<file path="src/rtl/rgb_pwm_pkg.sv">
// rgb_pwm shared types.
// Channel modes and a width helper.
package rgb_pwm_pkg;

  typedef enum logic [1:0] {
    MODE_OFF     = 2'd0,
    MODE_STATIC  = 2'd1,
    MODE_BLINK   = 2'd2,
    MODE_BREATHE = 2'd3
  } mode_t;

  function automatic int idx_w(input int n);
    return (n > 1) ? $clog2(n) : 1;
  endfunction

endpackage

</file>
<file path="src/rtl/rgb_pwm_chan.sv">
// rgb_pwm single channel.
// Mode/duty state, breathe ramp and output flop.
module rgb_pwm_chan
  import rgb_pwm_pkg::*;
#(
  parameter int WIDTH  = 8,
  parameter bit INVERT = 1'b0
) (
  input  logic             clock,
  input  logic             reset,
  input  logic [WIDTH-1:0] pwm_cnt,
  input  logic             period_end,
  input  logic             blink_phase,
  input  logic             apply,
  input  mode_t            new_mode,
  input  logic [WIDTH-1:0] new_duty,
  output logic             led
);

  mode_t            mode;
  logic [WIDTH-1:0] duty;
  logic [WIDTH-1:0] level;
  logic             dir_up;
  logic [WIDTH-1:0] lvl_inc;
  logic [WIDTH-1:0] lvl_dec;
  logic [WIDTH-1:0] lvl_step;
  logic             dir_step;
  logic [WIDTH-1:0] lvl;

  assign lvl_inc = level + 1'b1;
  assign lvl_dec = level - 1'b1;

  // Direction flips on the step that lands on duty or on zero.
  always_comb begin
    lvl_step = level;
    dir_step = dir_up;
    if (duty == '0) begin
      lvl_step = '0;
      dir_step = 1'b1;
    end else if ((dir_up && (level < duty)) ||
                 (level == '0)) begin
      lvl_step = lvl_inc;
      dir_step = (lvl_inc != duty);
    end else begin
      lvl_step = lvl_dec;
      dir_step = (lvl_dec == '0);
    end
  end

  always_comb begin
    lvl = '0;
    unique case (mode)
      MODE_OFF:     lvl = '0;
      MODE_STATIC:  lvl = duty;
      MODE_BLINK:   lvl = blink_phase ? duty : '0;
      MODE_BREATHE: lvl = level;
      default:      lvl = '0;
    endcase
  end

  always_ff @(posedge clock or negedge reset) begin
    if (!reset) begin
      mode   <= MODE_OFF;
      duty   <= '0;
      level  <= '0;
      dir_up <= 1'b1;
      led    <= INVERT;
    end else begin
      led <= (pwm_cnt < lvl) ^ INVERT;
      if (apply) begin
        mode <= new_mode;
        duty <= new_duty;
        if (new_mode == MODE_BREATHE) begin
          if (mode != MODE_BREATHE) begin
            level  <= '0;
            dir_up <= 1'b1;
          end else if (level > new_duty) begin
            level <= new_duty;
          end
        end
      end else if (period_end &&
                   (mode == MODE_BREATHE)) begin
        level  <= lvl_step;
        dir_up <= dir_step;
      end
    end
  end

endmodule

</file>
<file path="src/rtl/rgb_pwm.sv">
// rgb_pwm multi-channel PWM LED driver.
// Timebase, blink counter and the config slot.
module rgb_pwm
  import rgb_pwm_pkg::*;
#(
  parameter int CHANNELS      = 3,
  parameter int WIDTH         = 8,
  parameter int PRESCALE      = 16,
  parameter int BLINK_PERIODS = 64,
  parameter bit INVERT        = 1'b0
) (
  input  logic                        clock,
  input  logic                        reset,
  input  logic                        cfg_valid,
  output logic                        cfg_ready,
  input  logic [idx_w(CHANNELS)-1:0]  cfg_chan,
  input  logic [1:0]                  cfg_mode,
  input  logic [WIDTH-1:0]            cfg_duty,
  output logic                        cfg_err,
  output logic                        period_start,
  output logic [CHANNELS-1:0]         led_out
);

  localparam int CW = idx_w(CHANNELS);
  localparam int PW = idx_w(PRESCALE);
  localparam int BW = idx_w(BLINK_PERIODS);
  localparam logic [PW-1:0] PS_LAST = PW'(PRESCALE - 1);
  localparam logic [BW-1:0] BL_LAST = BW'(BLINK_PERIODS - 1);
  localparam logic [CW:0]   CH_LIM  = (CW + 1)'(CHANNELS);

  logic [PW-1:0]    presc;
  logic             tick;
  logic [WIDTH-1:0] pwm_cnt;
  logic             period_end;
  logic [BW-1:0]    blink_cnt;
  logic             blink_phase;
  logic             pend_full;
  logic [CW-1:0]    pend_chan;
  mode_t            pend_mode;
  logic [WIDTH-1:0] pend_duty;
  logic             xfer;
  logic             chan_ok;
  logic             apply_any;

  assign tick       = (presc == PS_LAST);
  assign period_end = tick && (pwm_cnt == '1);
  assign cfg_ready  = !pend_full;
  assign xfer       = cfg_valid && cfg_ready;
  assign chan_ok    = ({1'b0, cfg_chan} < CH_LIM);
  assign apply_any  = period_end && pend_full;

  always_ff @(posedge clock or negedge reset) begin
    if (!reset) begin
      presc        <= '0;
      pwm_cnt      <= '0;
      period_start <= 1'b0;
    end else begin
      presc        <= tick ? '0 : presc + 1'b1;
      period_start <= period_end;
      if (tick) pwm_cnt <= pwm_cnt + 1'b1;
    end
  end

  always_ff @(posedge clock or negedge reset) begin
    if (!reset) begin
      blink_cnt   <= '0;
      blink_phase <= 1'b1;
    end else if (period_end) begin
      if (blink_cnt == BL_LAST) begin
        blink_cnt   <= '0;
        blink_phase <= ~blink_phase;
      end else begin
        blink_cnt <= blink_cnt + 1'b1;
      end
    end
  end

  // Slot is only refilled while empty, so a write
  // landing on a period end waits a full period.
  always_ff @(posedge clock or negedge reset) begin
    if (!reset) begin
      pend_full <= 1'b0;
      pend_chan <= '0;
      pend_mode <= MODE_OFF;
      pend_duty <= '0;
      cfg_err   <= 1'b0;
    end else begin
      cfg_err <= xfer && !chan_ok;
      if (xfer && chan_ok) begin
        pend_full <= 1'b1;
        pend_chan <= cfg_chan;
        pend_mode <= mode_t'(cfg_mode);
        pend_duty <= cfg_duty;
      end else if (apply_any) begin
        pend_full <= 1'b0;
      end
    end
  end

  for (genvar i = 0; i < CHANNELS; i++) begin : g_chan
    rgb_pwm_chan #(
      .WIDTH  (WIDTH),
      .INVERT (INVERT)
    ) u_chan (
      .clock       (clock),
      .reset       (reset),
      .pwm_cnt     (pwm_cnt),
      .period_end  (period_end),
      .blink_phase (blink_phase),
      .apply       (apply_any && (pend_chan == CW'(i))),
      .new_mode    (pend_mode),
      .new_duty    (pend_duty),
      .led         (led_out[i])
    );
  end

endmodule
</file>
<file path="config.mk">
export PLATFORM = sky130hd
export DESIGN_NAME = rgb_pwm
export DESIGN_NICKNAME = d
export VERILOG_FILES = /design/src/rtl/rgb_pwm_pkg.sv /design/src/rtl/rgb_pwm_chan.sv /design/src/rtl/rgb_pwm.sv
export SDC_FILE = /design/constraint.sdc
export NUM_CORES = 1
export LEC_CHECK = 0
export CAP_MARGIN = 20
export CORE_MARGIN = 5
export CORE_UTILIZATION = 64
export DETAILED_ROUTE_END_ITERATION = 6
export GPL_TIMING_DRIVEN = 0
export HOLD_SLACK_MARGIN = 0.05
export PLACE_DENSITY = 0.93
export SYNTH_ARGS = -nofsm -noshare
export SYNTH_HDL_FRONTEND = slang
export SYNTH_HIERARCHICAL = 1
export SYNTH_SLANG_ARGS = --single-unit
</file>
<file path="constraint.sdc">
create_clock -name clock -period 3.95 [get_ports clock]
set_input_delay 0.395 -clock clock [delete_from_list [all_inputs] [get_ports clock]]
set_output_delay 0.395 -clock clock [all_outputs]
set_load 0.02 [all_outputs]
</file>
==> results.yml, run 1 <==
run_status:
  status: "completed"
setup_path:
  rr_startpoint: "pwm_cnt[1]$_DFFE_PN0N_"
  worstPathArrival_ps: 4020
  start_kind: "flip-flop"
  cp-end-kind: "flip-flop"
  path_class: "flip-flop to flip-flop"
  worstPathMaxFanout: 13
  reg2reg_slack_ps: 180
  required_ps: 4190
  worstSetupStartpoint: "pwm_cnt[1]$_DFFE_PN0N_"
yosys:
  yosysWarnings: 6
  synth_seq_cells: 94
  yosysMostFrequentCell: "dfrtp_1"
  yosys.area.top_type: "dfrtp_1"
  synthCells: 879
  synth_enable_flop_cells: 0
  ys.flop_type: "dfrtp_1"
  netlist_area_sq_um: 7860
  async_flop_share: 1.000
  synth.net_count: 978
  synth_top_area_share: 0.2865
  synth_seq_area_share: 0.2999
  synthTopCellsByCount: "dfrtp_1, ha_1, nand2_1, inv_1, o21ai_0"
  synth.distinct_cells: 87
  synthTopCellsByArea: "dfrtp_1, ha_1, nand2_1"
  syn_area_per_cell_sq_um: 8.942
floorplan:
  core-area_sq_um: 12010
  die_h_um: 120.8
  initial_core_util: 0.6544
  die_area_sq_um: 14600
  num_rows: 40
  die_w_um: 120.8
  pin_count: 21
worst_hold_path:
  hp-start: "presc[0]$_DFF_PN0_"
  holdCritPathClass: "flip-flop to flip-flop"
power:
  p_leak_nw: 3.685
  power.density_nw_per_um2: 219.1
  ir_drop_v: 0.0002593
route:
  num_vias: 7333
  drt_drc_violations_left: 0
  routed_wirelength_mm: 22.03
  via_per_inst: 6.892
  ant_nets: 0
  routedWlPerCell_um: 20.70
  drtIter0Drc: 814
  firstDrtPassIters: 5
placed_design:
  dp_hpwl_mm: 15.68
  placed_area_sq_um: 8269
  io_buffers: 20
  place_congestion: 1.013
sta:
  finalClockSkew_ps: 9.195
  finalCritPeriodShare: 0.9556
  hold_viol: 0
  finalSetupTns_ps: 0
  worstMarginPinSlew_ps: 844.5
  finalCriticalPeriod_ps: 3775
  slew_violations: 0
  rsz0062_at_grt: "false"
  whs_ps: 496.3
  slew_headroom: 0.4370
  max_freq_mhz: 264.9
  setup_violations: 0
final_layout:
  area_growth_pct: 9.121
  n_antenna_cell: 0
  drive_gt1_frac: 0.1134
  nNetsFinal: 1011
  stdcell_area_sq_um: 8577
  post-route-util: 0.7141
global_route:
  grt_max_degree: 59
  grt_pass1_wl_mm: 35.69
  antenna_found_initial: 0
  grt.total_usage: 0.3082
  grt_pass1_vias: 7047
  gr-total-overflow: 0
cts:
  cts_max_path_buffers: 2
  cts_root_buf: "clkbuf_16"
  cts_setup_buffers: 0
  clkLatencyLatePin_ps: 360
  cts_max_level: 3
  path_clk_slew_ps: 80
  cts_sinks: 94
  cts_tree: "built"
  cts_buffers: 9
job:
  drv_cap: 0
==> what timing repair did <==
item | CTS | global route
hold buffers | 1 | 0
resized for setup | 0 | 1
endpoints found under the hold margin | 34 | 0
setup endpoints to repair | 0 | 3
==> worst paths after layout <==
kind / endpoint / depth (start not counted)
hold / removal: presc[0]$_DFF_PN0_ / 1
min in group asynchronous: g_chan[1].u_chan/level[5]$_DFFE_PN0P_ / 2
max in group asynchronous: g_chan[0].u_chan/dir_up$_DFFE_PN1P_ / 3
hold reg to reg: presc[0]$_DFF_PN0_ / 1
setup / recovery: g_chan[2].u_chan/level[5]$_DFFE_PN0P_ / 13
setup reg to reg: g_chan[2].u_chan/level[5]$_DFFE_PN0P_ / 13
==> per-stage QoR <==
step | worst slack (ps) | instances | power [W]
4_1_cts | 225.9 | 1064 | 0.001884
2_1_floorplan | 866.1 | 879 | 0.0009813
5_1_grt | 29.11 | 1064 | 0.001928
3_3_place_gp | -974.5 | 1046 | 0.001015
6_report | 175.3 | 1064 | 0.001880
3_5_place_dp | 228.6 | 1047 | 0.001019
==> power by group <==
part | switching, W | internal (W) | leakage [nW]
clock network | 0.000437 | 0.000443 | 0.139
logic | 0.0000225 | 0.0000155 | 2.27
registers | 0 | 0.000962 | 1.28
==> cell type report <==
| cell class | instances | area [sq um] |
|---|---|---|
| repair buffers | 22 | 235.2 |
| multi-input cells | 686 | 5042 |
| plain buffers | 43 | 250.2 |
| clock buffers | 9 | 225.2 |
| clock inverters | 7 | 67.56 |
| flip-flops and latches | 94 | 2357 |
| well taps | 147 | 183.9 |
| fillers | 839 | 3435 |
| inverters | 56 | 215.2 |
==> cells in the final DEF, fill, tap and decap left out, types with 23 or more instances in the layout <==
cell type,count
dfrtp_1,90
ha_1,84
nand2_1,70
inv_1,55
o21ai_0,48
nor2_1,47
nand3_1,34
xnor2_1,29
a21oi_1,26
and3_1,25
nand4_1,25
nor3_1,23
==> kinds of logic after synthesis <==
logic type               count (synthesis)  share of synthesized area
AO/OA/AOI/OAI                          216                     0.1956
XOR/XNOR                                52                    0.05969
adder cells (fa/ha/maj)                 84                     0.1337
buffers and inverters                   99                    0.05922
flip-flops                              94                     0.2999
multiplexers                            30                    0.04155
AND/OR/NAND/NOR                        304                     0.2103
==> routing by layer <==
layer,track usage,share of wire,up-vias
met2,0.4800,0.46,445
li1,-,-,3313
met1,0.4075,0.39,3475
met3,0.07156,0.11,100
met5,0,0,-
met4,0.1409,0.040,0
==> sequential cells by signal, indices dropped and copies added, names as in the netlist <==
| signal | count |
|---|---|
| g_chan.u_chan/level | 24 |
| pend_duty | 8 |
| g_chan.u_chan/led | 3 |
| pwm_cnt | 8 |
| pend_mode | 2 |
| g_chan.u_chan/duty | 24 |
| blink_cnt | 6 |
| g_chan.u_chan/dir_up | 3 |
| pend_chan | 2 |
| cfg_err | 1 |
| pend_full | 1 |
| g_chan.u_chan/mode | 6 |
| period_start | 1 |
| presc | 4 |
| blink_phase | 1 |
==> worst max-delay path, cell delays in order (launching register included) <==
cell      delay (ps)
dfrtp_1          500
ha_1             250
nand2_1           70
or4_4            610
clkinv_4         160
nand2_2          100
nor3b_1          340
buf_2            320
nand4b_1         170
o21ai_2          120
a211oi_2         290
a21oi_2          150
mux2_2           300
a311o_1          270
Note: power is estimated with default switching activity, not from simulation.
==> run 2, diff against run 1 <==
--- a/config.mk
+++ b/config.mk
@@ -6,12 +6,14 @@
 export NUM_CORES = 1
 export LEC_CHECK = 0
 export CAP_MARGIN = 20
+export CELL_PAD_IN_SITES_DETAIL_PLACEMENT = 1
+export CELL_PAD_IN_SITES_GLOBAL_PLACEMENT = 2
 export CORE_MARGIN = 5
-export CORE_UTILIZATION = 64
+export CORE_UTILIZATION = 35
 export DETAILED_ROUTE_END_ITERATION = 6
 export GPL_TIMING_DRIVEN = 0
 export HOLD_SLACK_MARGIN = 0.05
-export PLACE_DENSITY = 0.93
+export PLACE_DENSITY = 0.83
 export SYNTH_ARGS = -nofsm -noshare
 export SYNTH_HDL_FRONTEND = slang
 export SYNTH_HIERARCHICAL = 1
==> results.yml, run 2 (synthesized netlist as in run 1, its figures left out) <==
global_route:
  gr-total-overflow: 0
  grt_pass1_wl_mm: 41.51
  grt.total_usage: 0.2038
  grt_max_degree: 57
  antenna_found_initial: 0
  grt_pass1_vias: 7283
floorplan:
  initial_core_util: 0.3579
  core-area_sq_um: 21960
  die_w_um: 159.9
  num_rows: 54
  pin_count: 21
  die_area_sq_um: 25550
  die_h_um: 159.9
power:
  ir_drop_v: 0.0001743
  power.density_nw_per_um2: 213.4
  p_leak_nw: 3.667
final_layout:
  nNetsFinal: 1010
  mostFrequentLayoutCell: "dfrtp_1"
  most-common-layout-cells: "dfrtp_1, ha_1, nand2_1"
  drive_gt1_frac: 0.1114
  n_antenna_cell: 0
  top_regs: "g_chan.u_chan/duty (24), g_chan.u_chan/level (24)"
  area_growth_pct: 10.82
  fin_cells: 1196
  post-route-util: 0.3967
  stdcell_area_sq_um: 8711
route:
  via_per_inst: 5.811
  firstDrtPassIters: 5
  num_vias: 6950
  routed_wirelength_mm: 25.65
  routedWlPerCell_um: 21.45
  ant_nets: 0
  drtIter0Drc: 430
  drt_drc_violations_left: 0
sta:
  finalCriticalPeriod_ps: 3752
  finalSetupTns_ps: 0
  hold_viol: 0
  worstMarginPinSlew_ps: 1021
  max_freq_mhz: 266.5
  whs_ps: 36.94
  slew_headroom: 0.3192
  rsz0062_at_grt: "false"
  slew_violations: 0
  finalCritPeriodShare: 0.9500
  finalClockSkew_ps: 11.78
  setup_violations: 0
setup_path:
  worstPathMaxFanout: 13
  worstPathArrival_ps: 4000
  required_ps: 4190
  start_kind: "flip-flop"
  cp-end-kind: "flip-flop"
  path_class: "flip-flop to flip-flop"
placed_design:
  place_congestion: 0.8373
  placed_area_sq_um: 8436
  place_inst: 1180
  io_buffers: 20
  dp_hpwl_mm: 18.88
cts:
  cts_setup_buffers: 0
  cts_max_level: 3
  path_clk_slew_ps: 70
  cts_tree: "built"
  cts_sinks: 94
  cts_buffers: 9
  cts_max_path_buffers: 2
  clkLatencyLatePin_ps: 360
  cts_resized: 0
  postCtsHoldBufs: 0
  cts_root_buf: "clkbuf_16"
run_status:
  status: "completed"
job:
  drv_cap: 0
worst_hold_path:
  holdCritPathClass: "input port to async pin"
-- run 2: cell types whose count changed in the layout (fill, tap and decap cells not counted), sizes merged --
cell,delta
clkbuf,+1
dlygate4sd3,-1
inv,-1
-- run 2: area by class of cell --
type                       instances  area [sq um]
clock buffer                      10         229.0
clock inverter                     6         46.29
sequential                        94          2357
timing repair buffer              21         225.2
inverter                          56         215.2
buffer                            43         250.2
multi-input combinational        686          5037
fill                            2553         13250
tap                              280         350.3
-- run 2: critical path, cell delays in order, from the launching register on --
cell,delay [ps]
dfrtp_1,520
ha_1,240
nand2_1,60
or4_4,590
clkinv_4,150
nand2_2,90
nor3b_1,300
buf_2,290
nand4b_1,170
o21ai_2,130
a211oi_2,350
a21oi_2,160
mux2_2,300
a311o_1,270
-- run 2: final timing paths --
| kind | from | to | slack (ps) | cells after the start |
|---|---|---|---|---|
| setup / recovery | pwm_cnt[0]$_DFFE_PN0N_ | g_chan[2].u_chan/level[5]$_DFFE_PN0P_ | 200 | 13 |
| hold / removal | reset | blink_cnt[4]$_DFFE_PN0N_ | 40 | 1 |
| setup reg to reg | pwm_cnt[0]$_DFFE_PN0N_ | g_chan[2].u_chan/level[5]$_DFFE_PN0P_ | 200 | 13 |
| hold reg to reg | presc[0]$_DFF_PN0_ | presc[0]$_DFF_PN0_ | 490 | 1 |
| max in group asynchronous | reset | g_chan[0].u_chan/dir_up$_DFFE_PN1P_ | 3180 | 2 |
| min in group clock | presc[0]$_DFF_PN0_ | presc[0]$_DFF_PN0_ | 490 | 1 |
-- run 2: per-stage QoR --
step                      total power [W]  setup WS [ps]
after floorplan                 0.0009813          866.1
after global placement           0.001019          -1539
after detailed placement         0.001023          213.9
after CTS                        0.001891          195.2
after global routing             0.001930          26.20
final                            0.001859          197.5
-- run 2: power breakdown --
part,leakage (nW),internal [W],switching (W)
clock,0.129,0.000433,0.000424
combinational,2.26,0.0000149,0.0000250
sequential,1.28,0.000962,0
-- run 2: routing by layer --
layer | GRT usage | wire [um] | vias to the layer above
met2 | 0.3481 | 12520 | 114
met3 | 0.02371 | 715 | 29
li1 | - | - | 3300
met4 | 0.06257 | 550 | 0
met1 | 0.2715 | 11860 | 3507
met5 | 0 | 0 | -
